[src/rtl/trigger_capture_sequencer.sv]
// ----------------------------------------------------------------------------
// trigger_capture_sequencer
//
// Serial-to-parallel word capture started by a rising edge on a level
// trigger. The trigger is converted to a one-cycle pulse, an N-bit word is
// shifted in on bit_en strobes, and the completed word is held on a
// valid/ready handshake. Trigger rises that arrive while the block is busy
// are flagged on a sticky overrun bit.
//
// Ports
//   clk         clock, all state changes on the rising edge
//   reset       asynchronous, active-low reset
//   trigger     level trigger; a 0->1 transition starts a capture
//   serial_in   serial data bit, sampled on bit_en while shifting
//   bit_en      bit-slot strobe, one bit per enabled edge
//   abort       synchronous abort of a capture or a held word
//   data_ready  consumer ready
//   clr_ovr     synchronous clear of overrun
//   edge_pulse  one-cycle pulse per detected trigger rise
//   busy        high while shifting or holding a word
//   data_valid  captured word available on data_out
//   data_out    captured word
//   bit_count   bits captured so far in the current word
//   overrun     sticky flag: trigger rose while busy
//
// State table
//   state    | meaning
//   IDLE     | waiting for a trigger rise
//   SHIFT    | collecting bits on bit_en strobes
//   HOLD     | word presented, waiting for data_ready
// ----------------------------------------------------------------------------
module trigger_capture_sequencer #(
    parameter int N         = 8,
    parameter bit MSB_FIRST = 1'b1
) (
    input  logic                 clk,
    input  logic                 reset,
    input  logic                 trigger,
    input  logic                 serial_in,
    input  logic                 bit_en,
    input  logic                 abort,
    input  logic                 data_ready,
    input  logic                 clr_ovr,
    output logic                 edge_pulse,
    output logic                 busy,
    output logic                 data_valid,
    output logic [N-1:0]         data_out,
    output logic [$clog2(N)-1:0] bit_count,
    output logic                 overrun
);

    localparam int CW = $clog2(N);

    localparam logic [1:0] ST_IDLE  = 2'd0;
    localparam logic [1:0] ST_SHIFT = 2'd1;
    localparam logic [1:0] ST_HOLD  = 2'd2;

    logic [1:0]   state;
    logic         trig_q;
    logic [N-1:0] shift_reg;
    logic [N-1:0] shift_next;
    logic         rise;
    logic         last_bit;

    assign rise     = trigger & ~trig_q;
    assign last_bit = (bit_count == CW'(N - 1));
    assign busy     = (state != ST_IDLE);

    // MSB-first: new bits enter at bit 0 so the first bit ends in the MSB.
    // LSB-first: new bits enter at the top so the first bit ends in bit 0.
    always_comb begin
        shift_next = '0;
        if (MSB_FIRST)
            shift_next = {shift_reg[N-2:0], serial_in};
        else
            shift_next = {serial_in, shift_reg[N-1:1]};
    end

    always_ff @(posedge clk or negedge reset) begin
        if (!reset) begin
            state      <= ST_IDLE;
            // Starting high means a trigger held through reset is not a rise.
            trig_q     <= 1'b1;
            edge_pulse <= 1'b0;
            overrun    <= 1'b0;
            shift_reg  <= '0;
            data_out   <= '0;
            data_valid <= 1'b0;
            bit_count  <= '0;
        end else begin
            trig_q     <= trigger;
            edge_pulse <= rise;

            // Set takes priority over a same-cycle clear.
            if (rise && busy)
                overrun <= 1'b1;
            else if (clr_ovr)
                overrun <= 1'b0;

            case (state)
                ST_IDLE: begin
                    if (rise) begin
                        state     <= ST_SHIFT;
                        bit_count <= '0;
                        shift_reg <= '0;
                    end
                end
                ST_SHIFT: begin
                    if (abort) begin
                        state     <= ST_IDLE;
                        bit_count <= '0;
                        shift_reg <= '0;
                    end else if (bit_en) begin
                        shift_reg <= shift_next;
                        if (last_bit) begin
                            data_out   <= shift_next;
                            data_valid <= 1'b1;
                            bit_count  <= '0;
                            state      <= ST_HOLD;
                        end else begin
                            bit_count <= bit_count + 1'b1;
                        end
                    end
                end
                ST_HOLD: begin
                    // A rise coinciding with the handshake only sets overrun;
                    // the block returns to IDLE without starting a capture.
                    if (abort) begin
                        state      <= ST_IDLE;
                        data_valid <= 1'b0;
                        bit_count  <= '0;
                        shift_reg  <= '0;
                    end else if (data_valid && data_ready) begin
                        state      <= ST_IDLE;
                        data_valid <= 1'b0;
                    end
                end
                default: begin
                    state      <= ST_IDLE;
                    data_valid <= 1'b0;
                    bit_count  <= '0;
                    shift_reg  <= '0;
                end
            endcase
        end
    end

endmodule

[config.mk]
export PLATFORM = sky130hd
export DESIGN_NAME = trigger_capture_sequencer
export DESIGN_NICKNAME = d
export VERILOG_FILES = /design/src/rtl/trigger_capture_sequencer.sv
export SDC_FILE = /design/constraint.sdc
export NUM_CORES = 1
export LEC_CHECK = 0
export BUFFER_PORTS_ARGS = -buffer_cell sky130_fd_sc_hd__buf_2
export CELL_PAD_IN_SITES_DETAIL_PLACEMENT = 0
export CELL_PAD_IN_SITES_GLOBAL_PLACEMENT = 1
export CORE_MARGIN = 10
export CORE_UTILIZATION = 42
export DETAILED_ROUTE_END_ITERATION = 8
export PLACE_DENSITY = 0.76
export SLEW_MARGIN = 10
export SYNTH_ARGS = -nofsm -noshare
export SYNTH_HDL_FRONTEND = slang
export SYNTH_SLANG_ARGS = --single-unit
[constraint.sdc]
create_clock -name clk -period 1.65 [get_ports clk]
set_input_delay 0.165 -clock clk [delete_from_list [all_inputs] [get_ports clk]]
set_output_delay 0.165 -clock clk [all_outputs]
set_load 0.03 [all_outputs]
## Yosys cells after proc, flatten, opt, wreduce, memory -nomap -nowiden

Cells that the tools add are included.

- Register bits: 24
- Bits in latches: 0
- Bits in writable memories: 0
- Bits in read-only memories: 0
- Output and inout bits: 15
- Memories kept: 0

- Add/subtract/negate cells: 1
- Multipliers: 0
- Divide/modulo/power cells: 0
- $lt $le $gt $ge: 0
- Equal/unequal tests: 11
- Shift operators: 0
- Muxes and demuxes: 26
- Bitwise logic cells: 4
- Reductions and logical operators: 9

Operators by type and width:

| kind | number |
|---|---|
| 7-bit two-way mux | 4 |
| 7-bit one-hot mux with 3 select lines | 1 |
| 3-bit two-way mux | 5 |
| 2-bit two-way mux | 6 |
| 2-bit != test, second input constant | 5 |
| 3-bit != test, second input constant | 3 |
| 3-bit one-hot mux with 3 select lines | 1 |
| 4-bit AND reduction | 2 |
| 1-bit two-way mux | 7 |
| 2-bit one-hot mux with 3 select lines | 1 |
| 5-bit AND reduction | 1 |
| 2-bit nonzero test | 2 |
| 3-bit by 1-bit adder with 3-bit output, second input constant | 1 |
| 3-bit == test, second input constant | 1 |
| 1-bit NOT | 3 |
| 1-bit one-hot mux with 3 select lines | 1 |
| 3-bit AND reduction | 1 |
| 2-bit by 1-bit == test with 1-bit output, second input constant | 1 |
| 2-bit == test, second input constant | 1 |
| 1-bit logical AND | 2 |
| 2-bit logical NOT | 1 |
| 1-bit bitwise AND | 1 |

## Longest topological paths before layout

Gate-level depths: netlist of run 1.

- Depth in word-level cells: 5
- Mapped depth: 5
- Mapped depth without buffers: 5

## Worst setup path before layout of run 1

OpenSTA, ideal clock, no wires.

- Kind: register to register
- Start: register bit_count[0]
- End: register data_out[0]
- Data arrival time: 1520 ps
- Data required time: 1525 ps
- Slack: 5 ps
- Stages on the path, launching flop included: 6
- Buffers on the path: 1
- Cells stage by stage: dfrtp_1 ha_1 ha_1 and3_1 buf_6 mux2_4

- Cells in the longest elaborated chain, start to end: 2

Ends and longest elaborated chain:

| what | RTL line | source |
|---|---|---|
| start, declared | 48 | `output logic [$clog2(N)-1:0] bit_count,` |
| start signal, assigned | 121 | `bit_count <= bit_count + 1'b1;` |
| 3-bit == test | 66 | `assign last_bit = (bit_count == CW'(N - 1));` |
| 4-bit AND reduction (no line) | n/a |  |
| end signal, assigned | 116 | `data_out <= shift_next;` |
| end, declared | 47 | `output logic [N-1:0] data_out,` |

No other way between the ends.
A chain may end at the register's enable or synchronous reset.

## Final worst setup path of run 1

- Start: register state[1]
- End: register bit_count[0]

- Cells in the longest elaborated chain, start to end: 3
- Elaborated cells between the ends (all ways): 8
- Classes of those cells: 5 x eq/ne; 1 x mux; 2 x reduce/logical

Ends and longest elaborated chain:

| what | RTL line | source |
|---|---|---|
| start, declared | 58 | `logic [1:0] state;` |
| start signal, assigned | 81 | `state <= ST_IDLE;` |
| start signal, assigned | 103 | `state <= ST_SHIFT;` |
| start signal, assigned | 110 | `state <= ST_IDLE;` |
| 2-bit by 1-bit == test with 1-bit output, or another cell as far along | 100 | `case (state)` |
| 3-bit != test (no line) or 2-bit != test (tied branches) | n/a |  |
| 3-bit AND reduction (no line) | n/a |  |

Several ways; a longest one is shown, not always the timed one.

==> results of run 1 <==
-- cell usage in the layout, fill, tap and decap left out, types with 2 or more instances in the layout --
master	n
a21oi_1	3
buf_2	22
buf_4	9
clkbuf_4	3
dfrtp_1	23
dlygate4sd3_1	2
ha_1	2
inv_1	13
mux2_4	9
mux2i_1	10
nand2_1	9
nor3b_2	2
-- through the flow --
| stage | power [uW] | worst slack (ns) | utilization, % | instances |
|---|---|---|---|---|
| 2_1_floorplan | 722.7 | 0.004560 | - | 88 |
| 3_3_place_gp | 779.5 | 0.08652 | 51.14 | 144 |
| 3_5_place_dp | 782.4 | 0.02532 | 51.14 | 144 |
| 4_1_cts | 1211 | 0.01262 | 54.02 | 150 |
| 5_1_grt | 1262 | 0.01870 | 54.37 | 151 |
| 6_report | 1200 | 0.09000 | 54.37 | 151 |
-- cells in the mapped netlist --
master,count
nor3b_1,1
buf_2,1
nand2_1,9
nand2b_1,1
nor2_2,1
buf_6,3
ha_1,2
a21oi_1,3
nor4b_2,1
dfstp_2,1
inv_1,13
o22ai_1,1
and3_1,1
a211oi_2,1
dfrtp_1,23
a211o_1,1
nor3b_2,2
mux2i_1,10
a21o_1,1
nand4b_1,1
or3b_1,1
nor2_1,1
mux2_4,9
-- cells by family (layout without fill, tap and decap cells) --
| group | count (synthesis) | count (layout) | share of synthesized area [%] |
|---|---|---|---|
| flops | 24 | 24 | 53.68 |
| mux | 19 | 19 | 20.98 |
| simple gates | 19 | 19 | 10.83 |
| buf+inv | 17 | 50 | 7.812 |
| compound gates | 7 | 7 | 4.464 |
| fa+ha+maj | 2 | 2 | 2.232 |
-- path summary, 6_finish.rpt --
check / to / slack [ns] / cells after the start
min in group asynchronous: shift_reg[4] / 0.34 / 2
max in group asynchronous: trig_q / 0.95 / 2
worst min register to register: data_out[6] / 0.53 / 1
worst max-delay path: bit_count[0] / 0.09 / 5
worst max register to register: bit_count[0] / 0.09 / 5
worst min-delay path: overrun / 0.04 / 2
-- layer usage --
layer / vias to the layer above / global-route usage [%]
li1: 356 / -
met1: 334 / 11.25
met2: 16 / 12.06
met3: 2 / 3.030
met4: 0 / 3.871
met5: - / 0
-- report_power, final --
part	switching [uW]	total, uW	internal [uW]
logic	89.7	162	72.6
registers	9.47	614	604
clock network	178	424	245
total	277	1200	922
-- critical path, cell delays in order (launching register included) --
cell,delay (ns)
dfrtp_1,0.42
buf_4,0.16
nor3b_2,0.15
a211oi_2,0.28
buf_4,0.17
mux2_4,0.29
-- final cells by class --
cell class / count / area share (%)
sequential: 24 / 43.89
multi-input combinational: 47 / 31.57
timing repair buffer: 33 / 14.42
inverter: 13 / 3.558
tap: 30 / 2.737
clock inverter: 1 / 2.190
clock buffer: 3 / 1.642
-- repair_timing --
| action | CTS | global route |
|---|---|---|
| resized for setup | 0 | 1 |
| endpoints found under the hold margin | 24 | 0 |
| endpoints found under the setup margin | 0 | 9 |
| hold buffers | 2 | 0 |
| buffers inserted | 0 | 1 |
==> flow_metrics.env, run 1 <==
export IMPL_clockRootBuffer="clkbuf_4"
export IMPL_yosysTopAreaCell="dfrtp_1"
export IMPL_mappedNetlistArea_sq_um=1121
export IMPL_largest_register_ffs=8
export IMPL_io_buffers=22
export IMPL_cp_required_ns=1.86
export IMPL_dr_wl_met2_um=941
export IMPL_clkTransAtPathRegs_ns=0.14
export IMPL_drive_above_1_share_pct=42.15
export IMPL_finalCriticalPeriod_ns=1.560
export IMPL_wl_per_cell_um=13.85
export IMPL_overflow=0
export IMPL_multiInputGateArea_sq_um=432.9
export IMPL_die_h_um=71.67
export IMPL_setup_viol=0
export IMPL_endpoint_kind="register"
export IMPL_coreArea_sq_um=2522
export IMPL_via_per_inst=4.689
export IMPL_start_util_pct=44.44
export IMPL_drt_iter0_drc=18
export IMPL_finalMaxSlewViolations=0
export IMPL_firstDrtPassIters=4
export IMPL_synth_top_area_share_pct=51.34
export IMPL_finClkSkew_ns=0.004247
export IMPL_synth_warnings=0
export IMPL_drv_cap=0
export IMPL_hold_viol_final=0
export IMPL_reg2reg_from="state[1]"
export IMPL_synth_seq_area_share_pct=53.68
export IMPL_cts_path_max_buffers=2
export IMPL_crit_type="register to register"
export IMPL_grt_max_degree=25
export IMPL_drtAntennaViolNets=0
export IMPL_synth_seq_cells=24
export IMPL_rows=18
export IMPL_nets=132
export IMPL_finalSetupTns_ns=0
export IMPL_hold_path_class="input pin to register"
export IMPL_dieArea_sq_um=5136
export IMPL_fmax_ghz=0.6410
export IMPL_htree_levels=1
export IMPL_drt_total_wl_um=2091
export IMPL_avgSynthCellArea_sq_um=12.74
export IMPL_mappedNetlistNets=98
export IMPL_gp_congestion=0.6925
export IMPL_fillers=230
export IMPL_startpoint_type="register"
export IMPL_wl_met1_um=978
export IMPL_synthTopCellsByArea="dfrtp_1 (51%), mux2_4 (12%), mux2i_1 (8.9%), inv_1 (4.4%), nand2_1 (3.0%)"
export IMPL_max_slew_margin_pct=65.92
export IMPL_area_growth_pct=22.32
export IMPL_crit_fanout=6
export IMPL_final_area_sq_um=1371
export IMPL_cts_made_buffers=3
export IMPL_leakagePower_uw=0.0007245
export IMPL_antenna_found_initial=0
export IMPL_status="finished, final reports clean"
export IMPL_n_antenna_cell=0
export IMPL_timing_hold_ws_ns=0.03673
export IMPL_critPathLaunch="state[1]"
export IMPL_tritoncts="built"
export IMPL_drc=0
export IMPL_dr_total_vias=708
export IMPL_synth_cells=88
export IMPL_dieWidth_um=71.67
export IMPL_cp_arrival_ns=1.77
export IMPL_register_area_sq_um=601.8
export IMPL_dp_hpwl_um=1599
export IMPL_max_vdd_ir_drop_uv=479.0
export IMPL_clk_latency_ns=0.31
export IMPL_synthDistinctLibCells=23
export IMPL_pin_count=23
export IMPL_worst_slew_pin_slew_ns=0.5112
export IMPL_rsz0062_at_grt="false"
export IMPL_wl_met3_um=152
export IMPL_grt_pass1_wl_um=3594
export IMPL_highest_layer="met4"
export IMPL_first_global_vias=769
export IMPL_dpl_cell_area_sq_um=1290
export IMPL_gr_usage_all_layers_pct=8.526
export IMPL_fin_crit_sh_pct=94.55
export IMPL_cts_sink_count=24
export IMPL_worstHoldStart="clr_ovr"
export IMPL_pwr_density_cell_nw_per_um2=874.8
No activity file was read; power rests on OpenSTA's default activity.
==> run 2: changes to the inputs <==
RECOVER_POWER = 50   (was default)
==> run 2 against run 1 <==
Net effect: die area unchanged; clock power about the same; register-to-register slack about the same; critical path depth unchanged; final cell count unchanged; largest power group unchanged; highest routed layer unchanged.
==> flow_metrics.env, run 2 (synthesis results as in run 1) <==
export IMPL_status="finished, final reports clean"
export IMPL_crit_fanout=6
export IMPL_intPower_uw=919.9
export IMPL_dieWidth_um=71.67
export IMPL_seqPwrFrac_pct=51.3
export IMPL_firstDrtPassIters=4
export IMPL_layout_cells_most_common_list="dfrtp_1 (23), buf_2 (16), inv_1 (13)"
export IMPL_finalCriticalPeriod_ns=1.558
export IMPL_clkTransAtPathRegs_ns=0.14
export IMPL_cp_common_cell="buf_4"
export IMPL_cp_required_ns=1.86
export IMPL_area_growth_pct=21.43
export IMPL_worstHoldStart="clr_ovr"
export IMPL_coreArea_sq_um=2522
export IMPL_leakagePower_uw=0.0007022
export IMPL_hold_path_class="input pin to register"
export IMPL_largest_register_ffs=8
export IMPL_dieArea_sq_um=5136
export IMPL_drtAntennaViolNets=0
export IMPL_p_switching_uw=277.8
export IMPL_setup_viol=0
export IMPL_cts_path_max_buffers=2
export IMPL_rsz0062_at_grt="false"
export IMPL_p_sw_share_pct=23.20
export IMPL_critPathMaxStageDelay_ns=0.42
export IMPL_endpoint_kind="register"
export IMPL_fmax_ghz=0.6419
export IMPL_cp_slowest_cell="dfrtp_1"
export IMPL_pin_count=23
export IMPL_start_util_pct=44.44
export IMPL_fin_crit_sh_pct=94.41
export IMPL_wl_per_cell_um=13.95
export IMPL_max_slew_margin_pct=18.31
export IMPL_clk_latency_ns=0.31
export IMPL_final_area_sq_um=1361
export IMPL_via_per_inst=4.689
export IMPL_dp_hpwl_um=1599
export IMPL_worst_slew_pin_slew_ns=1.225
export IMPL_power_frac_comb_pct=13.3
export IMPL_finalSetupTns_ns=0
export IMPL_r2r_slack_ns=0.09
export IMPL_finalMaxSlewViolations=0
export IMPL_grt_pass1_wl_um=3594
export IMPL_holdPathStages=2
export IMPL_register_area_sq_um=601.8
export IMPL_crit_type="register to register"
export IMPL_cp_top_family="flip-flops"
export IMPL_overflow=0
export IMPL_clkPwrFrac_pct=35.4
export IMPL_hold_path_endpoint="overrun"
export IMPL_pwr_density_cell_nw_per_um2=879.8
export IMPL_htree_levels=1
export IMPL_max_vdd_ir_drop_uv=478.7
export IMPL_tritoncts="built"
export IMPL_hold_viol_final=0
export IMPL_path_buf_inv=2
export IMPL_crit_chain="buf_4, nor3b_2, a211oi_2, buf_4, mux2_4"
export IMPL_cp_arrival_ns=1.77
export IMPL_r2r_end="bit_count[0]"
export IMPL_dr_total_vias=708
export IMPL_reg2reg_depth=5
export IMPL_gr_usage_all_layers_pct=8.526
export IMPL_reg2reg_from="state[1]"
export IMPL_io_buffers=22
export IMPL_clockRootBuffer="clkbuf_4"
export IMPL_gp_congestion=0.6925
export IMPL_drv_cap=0
export IMPL_drive_above_1_share_pct=36.36
export IMPL_fin_cells=151
export IMPL_nets=132
export IMPL_cts_made_buffers=3
export IMPL_first_global_vias=769
export IMPL_place_inst=144
export IMPL_fillers=235
export IMPL_cts_sink_count=24
export IMPL_drt_iter0_drc=19
export IMPL_layout_commonest_cell="dfrtp_1"
export IMPL_antenna_found_initial=0
export IMPL_die_h_um=71.67
export IMPL_startpoint_type="register"
export IMPL_grt_max_degree=25
export IMPL_multiInputGateArea_sq_um=430.4
export IMPL_finClkSkew_ns=0.003706
export IMPL_n_antenna_cell=0
export IMPL_rows=18
export IMPL_dpl_cell_area_sq_um=1290
export IMPL_drc=0
export IMPL_total_power_uw=1198
export IMPL_drt_total_wl_um=2106
[run 2: how the worst max path moves through the flow]
stage / endpoint / from / cells after the start
after floorplan: data_out[0] / bit_count[0] / 5
after global placement: data_out[3] / bit_count[1] / 4
after detailed placement: data_out[1] / bit_count[1] / 4
after CTS: data_out[7] / bit_count[1] / 4
after global routing: shift_reg[3] / state[1] / 5
final: bit_count[0] / state[1] / 5
[run 2: what timing repair did]
item                                   CTS  global route
setup endpoints to repair                0             9
hold buffers                             2             0
gates resized for setup                  0             1
endpoints found under the hold margin   24             0
buffers inserted                         0             1
[run 2: cell type report]
cell class / instances / share of cell area, %
clock buffer: 3 / 1.654
multi-input combinational: 47 / 31.62
tap: 30 / 2.757
inverter: 13 / 3.585
sequential: 24 / 44.21
clock inverter: 1 / 2.206
timing repair buffer: 33 / 13.97
[run 2: power by group through the flow]
stage               clock network, uW  logic (uW)  registers (uW)
floorplan                           0        80.9             642
global placement                    0         156             624
detailed placement                  0         158             625
CTS                               436         162             614
global route                      465         178             616
finish                            424         160             614
[run 2: through the flow]
stage	setup slack, ns	hold WS [ns]	util, %
2_1_floorplan	0.004560	-0.1306	-
3_3_place_gp	0.08652	0.1726	51.14
3_5_place_dp	0.02532	0.1700	51.14
4_1_cts	0.01262	0.02622	54.02
5_1_grt	0.02390	0.03941	53.97
6_report	0.09219	0.03646	53.97
[run 2: per-layer routing]
metal	vias to the layer above	part of all wire [%]	GRT usage [%]
li1	355	-	-
met3	2	7.3	3.030
met5	-	0	0
met4	0	0.90	3.871
met2	16	44	12.06
met1	335	47	11.25
==> run 3: changes to the inputs <==
GPL_TIMING_DRIVEN = 0   (was default)
PLACE_DENSITY = default   (was 0.76)
PLACE_DENSITY_LB_ADDON = 0.1   (was default)
==> run 3 against run 2 <==
Net effect: sequential share of layout area grew 0.62 points; critical path type unchanged; power decreased by 0.52%; critical path depth unchanged; highest routed layer unchanged; clock power about the same; fmax is 1.5% lower; flip-flop and latch count stayed put; global-route usage about the same; cell area down 1.4%; sequential power hardly changed.
==> flow_metrics.env, run 3 (synthesis results as in run 1) <==
export IMPL_ctsResizeCount=0
export IMPL_layout_commonest_cell="dfrtp_1"
export IMPL_layout_cells_most_common_list="dfrtp_1 (23), buf_2 (19), inv_1 (13)"
export IMPL_gp_congestion=0.7299
export IMPL_hold_path_class="input pin to register"
export IMPL_reg2reg_from="bit_count[0]"
export IMPL_clkPwrFrac_pct=35.7
export IMPL_worstHoldStart="clr_ovr"
export IMPL_timing_final_ws_setup_ns=0.06794
export IMPL_drtAntennaViolNets=0
export IMPL_cts_path_max_buffers=2
export IMPL_overflow=0
export IMPL_cts_made_buffers=3
export IMPL_crit_type="register to register"
export IMPL_critPathLaunch="bit_count[0]"
export IMPL_antenna_found_initial=0
export IMPL_p_sw_share_pct=23.36
export IMPL_endpoint_kind="register"
export IMPL_htree_levels=1
export IMPL_dp_hpwl_um=1464
export IMPL_cp_required_ns=1.86
export IMPL_wl_per_cell_um=14.10
export IMPL_fmax_ghz=0.6321
export IMPL_finClkSkew_ns=0.01128
export IMPL_leakagePower_uw=0.0006970
export IMPL_dr_total_vias=706
export IMPL_startpoint_type="register"
export IMPL_cts_sink_count=24
export IMPL_first_global_vias=740
export IMPL_pwr_density_cell_nw_per_um2=887.4
export IMPL_drc=0
export IMPL_intPower_uw=913.1
export IMPL_p_switching_uw=278.3
export IMPL_seqPwrFrac_pct=51.6
export IMPL_clockRootBuffer="clkbuf_4"
export IMPL_via_per_inst=4.803
export IMPL_tritoncts="built"
export IMPL_rsz0062_at_grt="false"
export IMPL_max_vdd_ir_drop_uv=558.2
export IMPL_max_slew_margin_pct=60.64
export IMPL_firstDrtPassIters=4
export IMPL_finalCriticalPeriod_ns=1.582
export IMPL_coreArea_sq_um=2522
export IMPL_dieArea_sq_um=5136
export IMPL_area_growth_pct=19.75
export IMPL_gr_usage_all_layers_pct=8.512
export IMPL_rows=18
export IMPL_finalMaxSlewViolations=0
export IMPL_setup_viol=0
export IMPL_hold_viol_final=0
export IMPL_pin_count=23
export IMPL_hold_path_endpoint="overrun"
export IMPL_drt_iter0_drc=27
export IMPL_n_antenna_cell=0
export IMPL_drive_above_1_share_pct=35.90
export IMPL_crit_fanout=8
export IMPL_clk_latency_ns=0.32
export IMPL_status="finished, final reports clean"
export IMPL_grt_pass1_wl_um=3615
export IMPL_worst_slew_pin_slew_ns=0.5904
export IMPL_grt_max_degree=25
export IMPL_die_h_um=71.67
export IMPL_start_util_pct=44.44
export IMPL_clkTransAtPathRegs_ns=0.14
export IMPL_holdPathStages=2
export IMPL_finalSetupTns_ns=0
export IMPL_largest_register_ffs=8
export IMPL_drv_cap=0
export IMPL_dieWidth_um=71.67
export IMPL_dp_worst_setup_slack_ns=0.08928
export IMPL_reg2reg_depth=5
export IMPL_io_buffers=22
export IMPL_r2r_end="data_out[7]"
export IMPL_power_frac_comb_pct=12.7
export IMPL_fin_crit_sh_pct=95.88
export IMPL_r2r_slack_ns=0.07
export IMPL_cp_arrival_ns=1.79
export IMPL_nets=128
export IMPL_drt_total_wl_um=2072
==> run 3: changes by cell type in the layout (fill, tap and decap cells not counted), sizes merged <==
cell and change:
buf -2, clkbuf -2
==> run 3: per-layer routing <==
layer	up-vias	global-route usage, %	share of wire [%]
li1	346	-	-
met1	344	11.07	49
met2	14	12.75	45
met3	2	2.755	5.8
met4	0	3.226	0.68
met5	-	0	0
==> run 3: worst max path at each step <==
stage,to,depth (start not counted)
floorplan,data_out[0],5
global route,data_out[7],5
finish,data_out[7],5
CTS,data_out[3],5
detailed placement,data_out[4],5
global placement,data_out[0],5
==> run 3: final cells by class <==
type | instances | area (sq um)
Buffer | 4 | 38.79
Clock buffer | 3 | 22.52
Clock inverter | 1 | 30.03
Fill cell | 239 | 1180
Inverter | 13 | 48.80
Multi-Input combinational cell | 47 | 429.2
Sequential cell | 24 | 601.8
Tap cell | 30 | 37.54
Timing Repair Buffer | 25 | 133.9
==> run 3: what timing repair did <==
action                                 CTS  global route
setup endpoints to repair                0             4
setup buffers                            0             1
hold buffers                             2             0
endpoints found under the hold margin   24             0
==> run 3: power by group through the flow <==
| stage | clock (uW) | sequential, uW | combinational (uW) |
|---|---|---|---|
| 3_3_place_gp | 0 | 625 | 145 |
| 5_1_grt | 460 | 617 | 166 |
| 4_1_cts | 440 | 615 | 152 |
| 2_1_floorplan | 0 | 642 | 80.9 |
| 6_report | 426 | 614 | 151 |
| 3_5_place_dp | 0 | 625 | 149 |
==> run 3: per-stage QoR <==
stage / cell area, sq um / std cells / utilization, % / hold WS, ns / total power, uW
6_report: 1343 / 147 / 53.22 / 0.03743 / 1191
5_1_grt: 1343 / 147 / 53.22 / 0.01211 / 1243
4_1_cts: 1341 / 146 / 53.17 / 0.02551 / 1207
3_5_place_dp: 1269 / 140 / 50.30 / 0.1835 / 774.4
3_3_place_gp: 1269 / 140 / 50.30 / 0.1792 / 770.4
2_1_floorplan: 1121 / 88 / - / -0.1306 / 722.7
==> run 3: critical path, cell delays in order (launching register included) <==
cell	delay (ns)
dfrtp_1	0.44
ha_1	0.21
ha_1	0.22
and3_1	0.16
buf_6	0.15
mux2_4	0.29
